### src/rtl/core_pkg.sv
// rtl/core_pkg.sv - shared constants for the instruction fetch front end
// Ports: none (package).
package core_pkg;
   localparam int INST_W  = 32;
   localparam int PC_STEP = 4;
endpackage

### src/rtl/fetch_fifo.sv
// rtl/fetch_fifo.sv - synchronous FIFO with registered head read data
// Ports: clk, reset (async, active-high); push/push_data append at the tail;
// pop removes the head; flush empties the FIFO and wins over push;
// head_data is the registered head entry; count is the occupancy 0..DEPTH.
module fetch_fifo #(
   parameter int WIDTH = 64,
   parameter int DEPTH = 4
) (
   input  logic                       clk,
   input  logic                       reset,
   input  logic                       push,
   input  logic [WIDTH-1:0]           push_data,
   input  logic                       pop,
   input  logic                       flush,
   output logic [WIDTH-1:0]           head_data,
   output logic [$clog2(DEPTH+1)-1:0] count
);
   localparam int AW = $clog2(DEPTH);
   localparam int CW = $clog2(DEPTH + 1);

   logic [WIDTH-1:0] mem [DEPTH];
   logic [AW-1:0]    rd_ptr;
   logic [AW-1:0]    wr_ptr;
   logic [AW-1:0]    rd_ptr_next;
   logic             do_push;
   logic             do_pop;

   assign do_pop      = pop && (count != '0);
   assign do_push     = push && (count != CW'(DEPTH));
   assign rd_ptr_next = do_pop ? rd_ptr + AW'(1) : rd_ptr;

   always_ff @(posedge clk or posedge reset) begin
      if (reset) begin
         rd_ptr    <= '0;
         wr_ptr    <= '0;
         count     <= '0;
         head_data <= '0;
      end else if (flush) begin
         rd_ptr <= '0;
         wr_ptr <= '0;
         count  <= '0;
      end else begin
         rd_ptr <= rd_ptr_next;
         if (do_push) begin
            wr_ptr <= wr_ptr + AW'(1);
         end
         count <= count + CW'(do_push) - CW'(do_pop);
         // An entry written this cycle is not in mem yet; bypass it when it becomes the head.
         if (do_push && (rd_ptr_next == wr_ptr)) begin
            head_data <= push_data;
         end else begin
            head_data <= mem[rd_ptr_next];
         end
      end
   end

   always_ff @(posedge clk) begin
      if (do_push && !flush) begin
         mem[wr_ptr] <= push_data;
      end
   end
endmodule

### src/rtl/fetch_unit.sv
// rtl/fetch_unit.sv - decoupled instruction fetch stage with instruction queue
// Ports: clk, reset (async, active-high);
// imem_req_valid/ready/addr issue word-aligned fetch requests;
// imem_rsp_valid/data return instructions in order without backpressure;
// redirect_valid/redirect_pc flush the queue and restart fetch;
// inst_valid/ready/data/pc present the queue head to decode.
module fetch_unit
   import core_pkg::*;
#(
   parameter int              XLEN     = 32,
   parameter int              DEPTH    = 4,
   parameter logic [XLEN-1:0] RESET_PC = '0
) (
   input  logic              clk,
   input  logic              reset,
   output logic              imem_req_valid,
   input  logic              imem_req_ready,
   output logic [XLEN-1:0]   imem_req_addr,
   input  logic              imem_rsp_valid,
   input  logic [INST_W-1:0] imem_rsp_data,
   input  logic              redirect_valid,
   input  logic [XLEN-1:0]   redirect_pc,
   output logic              inst_valid,
   input  logic              inst_ready,
   output logic [INST_W-1:0] inst_data,
   output logic [XLEN-1:0]   inst_pc
);
   localparam int CW = $clog2(DEPTH + 1);

   typedef struct packed {
      logic [XLEN-1:0]   pc;
      logic [INST_W-1:0] inst;
   } entry_t;

   logic [XLEN-1:0] fetch_pc;
   logic [CW-1:0]   pending;
   logic [CW-1:0]   stale;
   logic [CW-1:0]   count;
   logic [CW:0]     used;
   logic            req_fire;
   logic            rsp_live;
   logic            pop_fire;
   logic [XLEN-1:0] live_pc;
   entry_t          push_entry;
   entry_t          head_entry;

   // Every live request owns a queue slot, so a response always finds room.
   assign used           = {1'b0, count} + {1'b0, pending};
   assign imem_req_valid = !redirect_valid && (used < (CW+1)'(DEPTH));
   assign imem_req_addr  = fetch_pc;
   assign req_fire       = imem_req_valid && imem_req_ready;
   assign rsp_live       = imem_rsp_valid && (stale == '0);
   assign pop_fire       = inst_valid && inst_ready;

   // Live requests are the most recent ones, so the oldest sits pending words behind fetch_pc.
   assign live_pc = fetch_pc - (XLEN'(pending) * XLEN'(PC_STEP));

   assign push_entry.pc   = live_pc;
   assign push_entry.inst = imem_rsp_data;

   always_ff @(posedge clk or posedge reset) begin
      if (reset) begin
         fetch_pc <= RESET_PC;
         pending  <= '0;
         stale    <= '0;
      end else if (redirect_valid) begin
         fetch_pc <= redirect_pc & ~XLEN'(3);
         pending  <= '0;
         // A response in this cycle retires one of the requests being orphaned.
         stale    <= stale + pending - CW'(imem_rsp_valid);
      end else begin
         if (req_fire) begin
            fetch_pc <= fetch_pc + XLEN'(PC_STEP);
         end
         pending <= pending + CW'(req_fire) - CW'(rsp_live);
         if (imem_rsp_valid && (stale != '0)) begin
            stale <= stale - CW'(1);
         end
      end
   end

   fetch_fifo #(
      .WIDTH ($bits(entry_t)),
      .DEPTH (DEPTH)
   ) u_fifo (
      .clk       (clk),
      .reset     (reset),
      .push      (rsp_live),
      .push_data (push_entry),
      .pop       (pop_fire),
      .flush     (redirect_valid),
      .head_data (head_entry),
      .count     (count)
   );

   assign inst_valid = (count != '0);
   assign inst_data  = head_entry.inst;
   assign inst_pc    = head_entry.pc;
endmodule

### config.mk
export PLATFORM = sky130hd
export DESIGN_NAME = fetch_unit
export DESIGN_NICKNAME = d
export VERILOG_FILES = /design/src/rtl/core_pkg.sv /design/src/rtl/fetch_fifo.sv /design/src/rtl/fetch_unit.sv
export SDC_FILE = /design/constraint.sdc
export NUM_CORES = 1
export LEC_CHECK = 0
export BUFFER_PORTS_ARGS = -buffer_cell sky130_fd_sc_hd__buf_2
export CAP_MARGIN = 20
export CORE_MARGIN = 1
export CORE_UTILIZATION = 25
export DETAILED_ROUTE_END_ITERATION = 10
export PLACE_DENSITY_LB_ADDON = 0.25
export SETUP_SLACK_MARGIN = 0.5
export SLEW_MARGIN = 5
export SYNTH_ARGS = -nofsm -noshare
export SYNTH_HDL_FRONTEND = slang
export SYNTH_HIERARCHICAL = 1
export SYNTH_SLANG_ARGS = --single-unit
### constraint.sdc
create_clock -name clk -period 3.1 [get_ports clk]
set_input_delay 0.465 -clock clk [delete_from_list [all_inputs] [get_ports clk]]
set_output_delay 0.465 -clock clk [all_outputs]
set_load 0.05 [all_outputs]
==> impl_metrics.py <==
metrics = {
    "sta": {
        "report.final.slew_viol_count": 0,
        "worstMarginPinSlew_ns": 0.879,
        "max_freq_mhz": 370,
        "slew-limit-headroom_pct": 41.4,
        "finalHoldViolCount": 0,
        "min_period_ns": 2.70,
        "setup_viol": 0,
        "tns_ns": 0,
        "clock-skew-final_ns": 0.0190,
        "rsz0062_at_grt": "yes",
        "timing.final.crit_share_pct": 87.1,
        "fin_ws_ns": 0.400,
    },
    "placed_design": {
        "io_buffers": 163,
        "gp_congestion": 0.779,
        "pre_cts_ws_ns": 0.334,
        "hpwl_microns": 30600,
    },
    "global_routing": {
        "track_usage_pct": 14.6,
        "grt-ovfl-total": 0,
        "grt_pass1_vias": 12000,
        "grt_first_pass_wirelength_microns": 77100,
        "grt_antenna_before_repair": 0,
        "grt_start_max_net_pins": 73,
    },
    "synth": {
        "yosysUniqueCellTypes": 57,
        "synth_edf_count": 256,
        "yosysTopAreaCellShare_pct": 43.7,
        "async_flop_share_pct": 29.5,
        "ys_seq_area_share_pct": 59.0,
        "synth_area_per_cell_sq_um": 15.8,
        "synth_cells": 1115,
        "syn-cell-area_sq_um": 17600,
        "synth-seq-cells": 363,
        "yosys-top-cells-count": "edfxtp_1 (256), mux4_2 (127), dfrtp_1 (107)",
        "yosys-top-cells-area": "edfxtp_1 (44%), mux4_2 (16%), dfrtp_1 (15%)",
        "synth_top_cell_by_area": "edfxtp_1",
        "synth.most_common_cell": "edfxtp_1",
        "ys.flop_type": "edfxtp_1",
        "synth_warnings": 6,
    },
    "floorplan": {
        "die_y_microns": 267,
        "pin_count": 168,
        "die_area_sq_um": 71400,
        "core-area_sq_um": 69100,
        "rows": 96,
        "initial_core_util_pct": 25.5,
        "dieWidth_microns": 267,
    },
    "final_layout": {
        "drive_gt1_share_pct": 37.4,
        "area_growth_pct": 27.5,
        "num_antenna_cells": 0,
        "fin_nets": 1444,
    },
    "setup_path": {
        "worstSetupPathType": "flip-flop to flip-flop",
        "r2r_start": "u_fifo/count[2]",
        "cp.arrival_ns": 3.14,
        "r2r_end": "u_fifo/head_data[38]",
        "reg2reg_depth": 11,
        "endpoint": "u_fifo/head_data[38]",
        "cp_max_fo": 9,
        "r2r_slack_ns": 0.40,
        "critPathLaunchType": "flip-flop",
        "crit_path_end_kind": "flip-flop",
        "crit_start": "u_fifo/count[2]",
        "worstPathRequired_ns": 3.54,
    },
    "pwr": {
        "power.density_nw_per_um2": 682,
        "p_leak_nw": 8.33,
        "ir_worst_vdd_mv": 0.410,
    },
    "route": {
        "drt-initial-drc-count": 777,
        "routedWlPerCell_microns": 23.7,
        "route.detailed.drc": 0,
        "wirelength_microns": 55000,
        "drt-pass1-iter-count": 4,
        "ant_nets": 0,
        "vias": 11300,
        "vias_per_cell": 4.86,
    },
    "outcome": {
        "status": "finished clean",
    },
    "clock_tree": {
        "cts_tree": "yes",
        "clock-root-buffer": "clkbuf_16",
        "cts_buffers": 45,
        "cts_buffer_depth": 3,
        "htreeDepth": 2,
        "path_clk_slew_ns": 0.06,
        "cts_num_sinks": 363,
        "clk_latency_ns": 0.57,
    },
    "job": {
        "cap_violations": 0,
    },
    "worst_hold_path": {
        "hold_class": "primary input to flip-flop",
    },
}
## power breakdown
group | internal (mW) | switching, mW | total, mW
sequential | 5.72 | 0.318 | 6.04
clock | 3.10 | 2.08 | 5.18
combinational | 1.47 | 2.59 | 4.06
total | 10.3 | 4.99 | 15.3
## registers in the layout, indices dropped and copies added (netlist names)
name	flops
imem_req_addr	30
pending	3
stale	3
u_fifo/count	3
u_fifo/head_data	64
u_fifo/mem	256
u_fifo/rd_ptr	2
u_fifo/wr_ptr	2
## worst max-delay path, stage by stage (launching register included)
cell	delay [ns]
dfrtp_2	0.40
or3_4	0.38
and2_4	0.15
o31ai_4	0.06
clkinv_2	0.13
buf_6	0.15
buf_6	0.12
xnor2_4	0.16
o31a_4	0.40
clkbuf_16	0.21
a22o_1	0.19
a211o_1	0.23
## cells by family (layout without fill, tap and decap cells)
logic type | Yosys count | count (layout) | share of synthesized area, %
flip-flops | 363 | 363 | 59.0
AND/OR/NAND/NOR | 242 | 243 | 8.54
AO/OA/AOI/OAI | 172 | 173 | 7.85
multiplexers | 132 | 132 | 16.6
buffers and inverters | 115 | 374 | 2.92
XOR/XNOR | 67 | 67 | 3.34
adder cells (fa/ha/maj) | 23 | 23 | 1.81
other | 1 | 12 | 0.0213
## cell type report
class / count / area [sq um]
sequential: 363 / 10400
clock buffer: 62 / 1230
timing repair buffer: 265 / 2310
tap: 931 / 1160
clock inverter: 21 / 213
inverter: 26 / 101
fill: 6744 / 46700
multi-input combinational: 650 / 7020
## cells in the final DEF, fill, tap and decap left out, types with 7 or more instances in the layout
cell,n
clkinv_1,7
mux4_2,127
edfxtp_1,256
nand4_1,13
nand2_1,47
clkbuf_1,13
conb_1,12
nor3b_1,66
nor3_1,19
dfrtp_1,100
nor2_1,25
buf_6,10
buf_4,47
and2_4,7
buf_16,8
xnor2_1,38
buf_2,161
ha_1,14
a211o_1,63
inv_1,21
a22o_1,62
xor2_1,21
clkbuf_16,56
nand3_1,16
buf_12,25
o21ai_0,24
## metal layers
metal  part of all wire (%)  track usage (%)  up-vias
met3                    5.4             2.73       63
met1                     44             19.2     5964
met2                     49             24.2      308
li1                       -                -     4940
met4                    2.2             4.24        0
met5                      0                0        -
## how the worst min path moves through the flow
stage,endpoint,slack (ns),cells past startpoint,start
final,imem_req_addr[17],0.1,3,redirect_pc[17]
after global routing,imem_req_addr[23],0.09,3,redirect_pc[23]
after global placement,stale[2],0.48,1,stale[2]
after CTS,imem_req_addr[17],0.05,3,redirect_pc[17]
after floorplan,stale[2],0.46,1,stale[2]
after detailed placement,stale[2],0.48,1,stale[2]
## through the flow
| stage | cells | utilization (%) | total power [mW] | hold WS [ns] | instance area [sq um] |
|---|---|---|---|---|---|
| floorplan | 1126 | - | 8.65 | 0.464 | 17800 |
| global placement | 2185 | 28.8 | 9.75 | 0.485 | 19900 |
| detailed placement | 2185 | 28.8 | 9.79 | 0.485 | 19900 |
| CTS | 2293 | 31.6 | 15.3 | 0.0536 | 21800 |
| global route | 2318 | 32.5 | 16.0 | 0.0925 | 22400 |
| finish | 2318 | 32.5 | 15.3 | 0.0989 | 22400 |
## what timing repair did
item                       4_1_cts  5_1_grt
pin swaps                       32       22
gates resized for setup         28       36
hold buffers                     1        0
buffers inserted                18        9
hold endpoints to repair        11        0
gates cloned                     6       16
setup endpoints to repair       74      133
No activity file was read; power rests on OpenSTA's default activity.
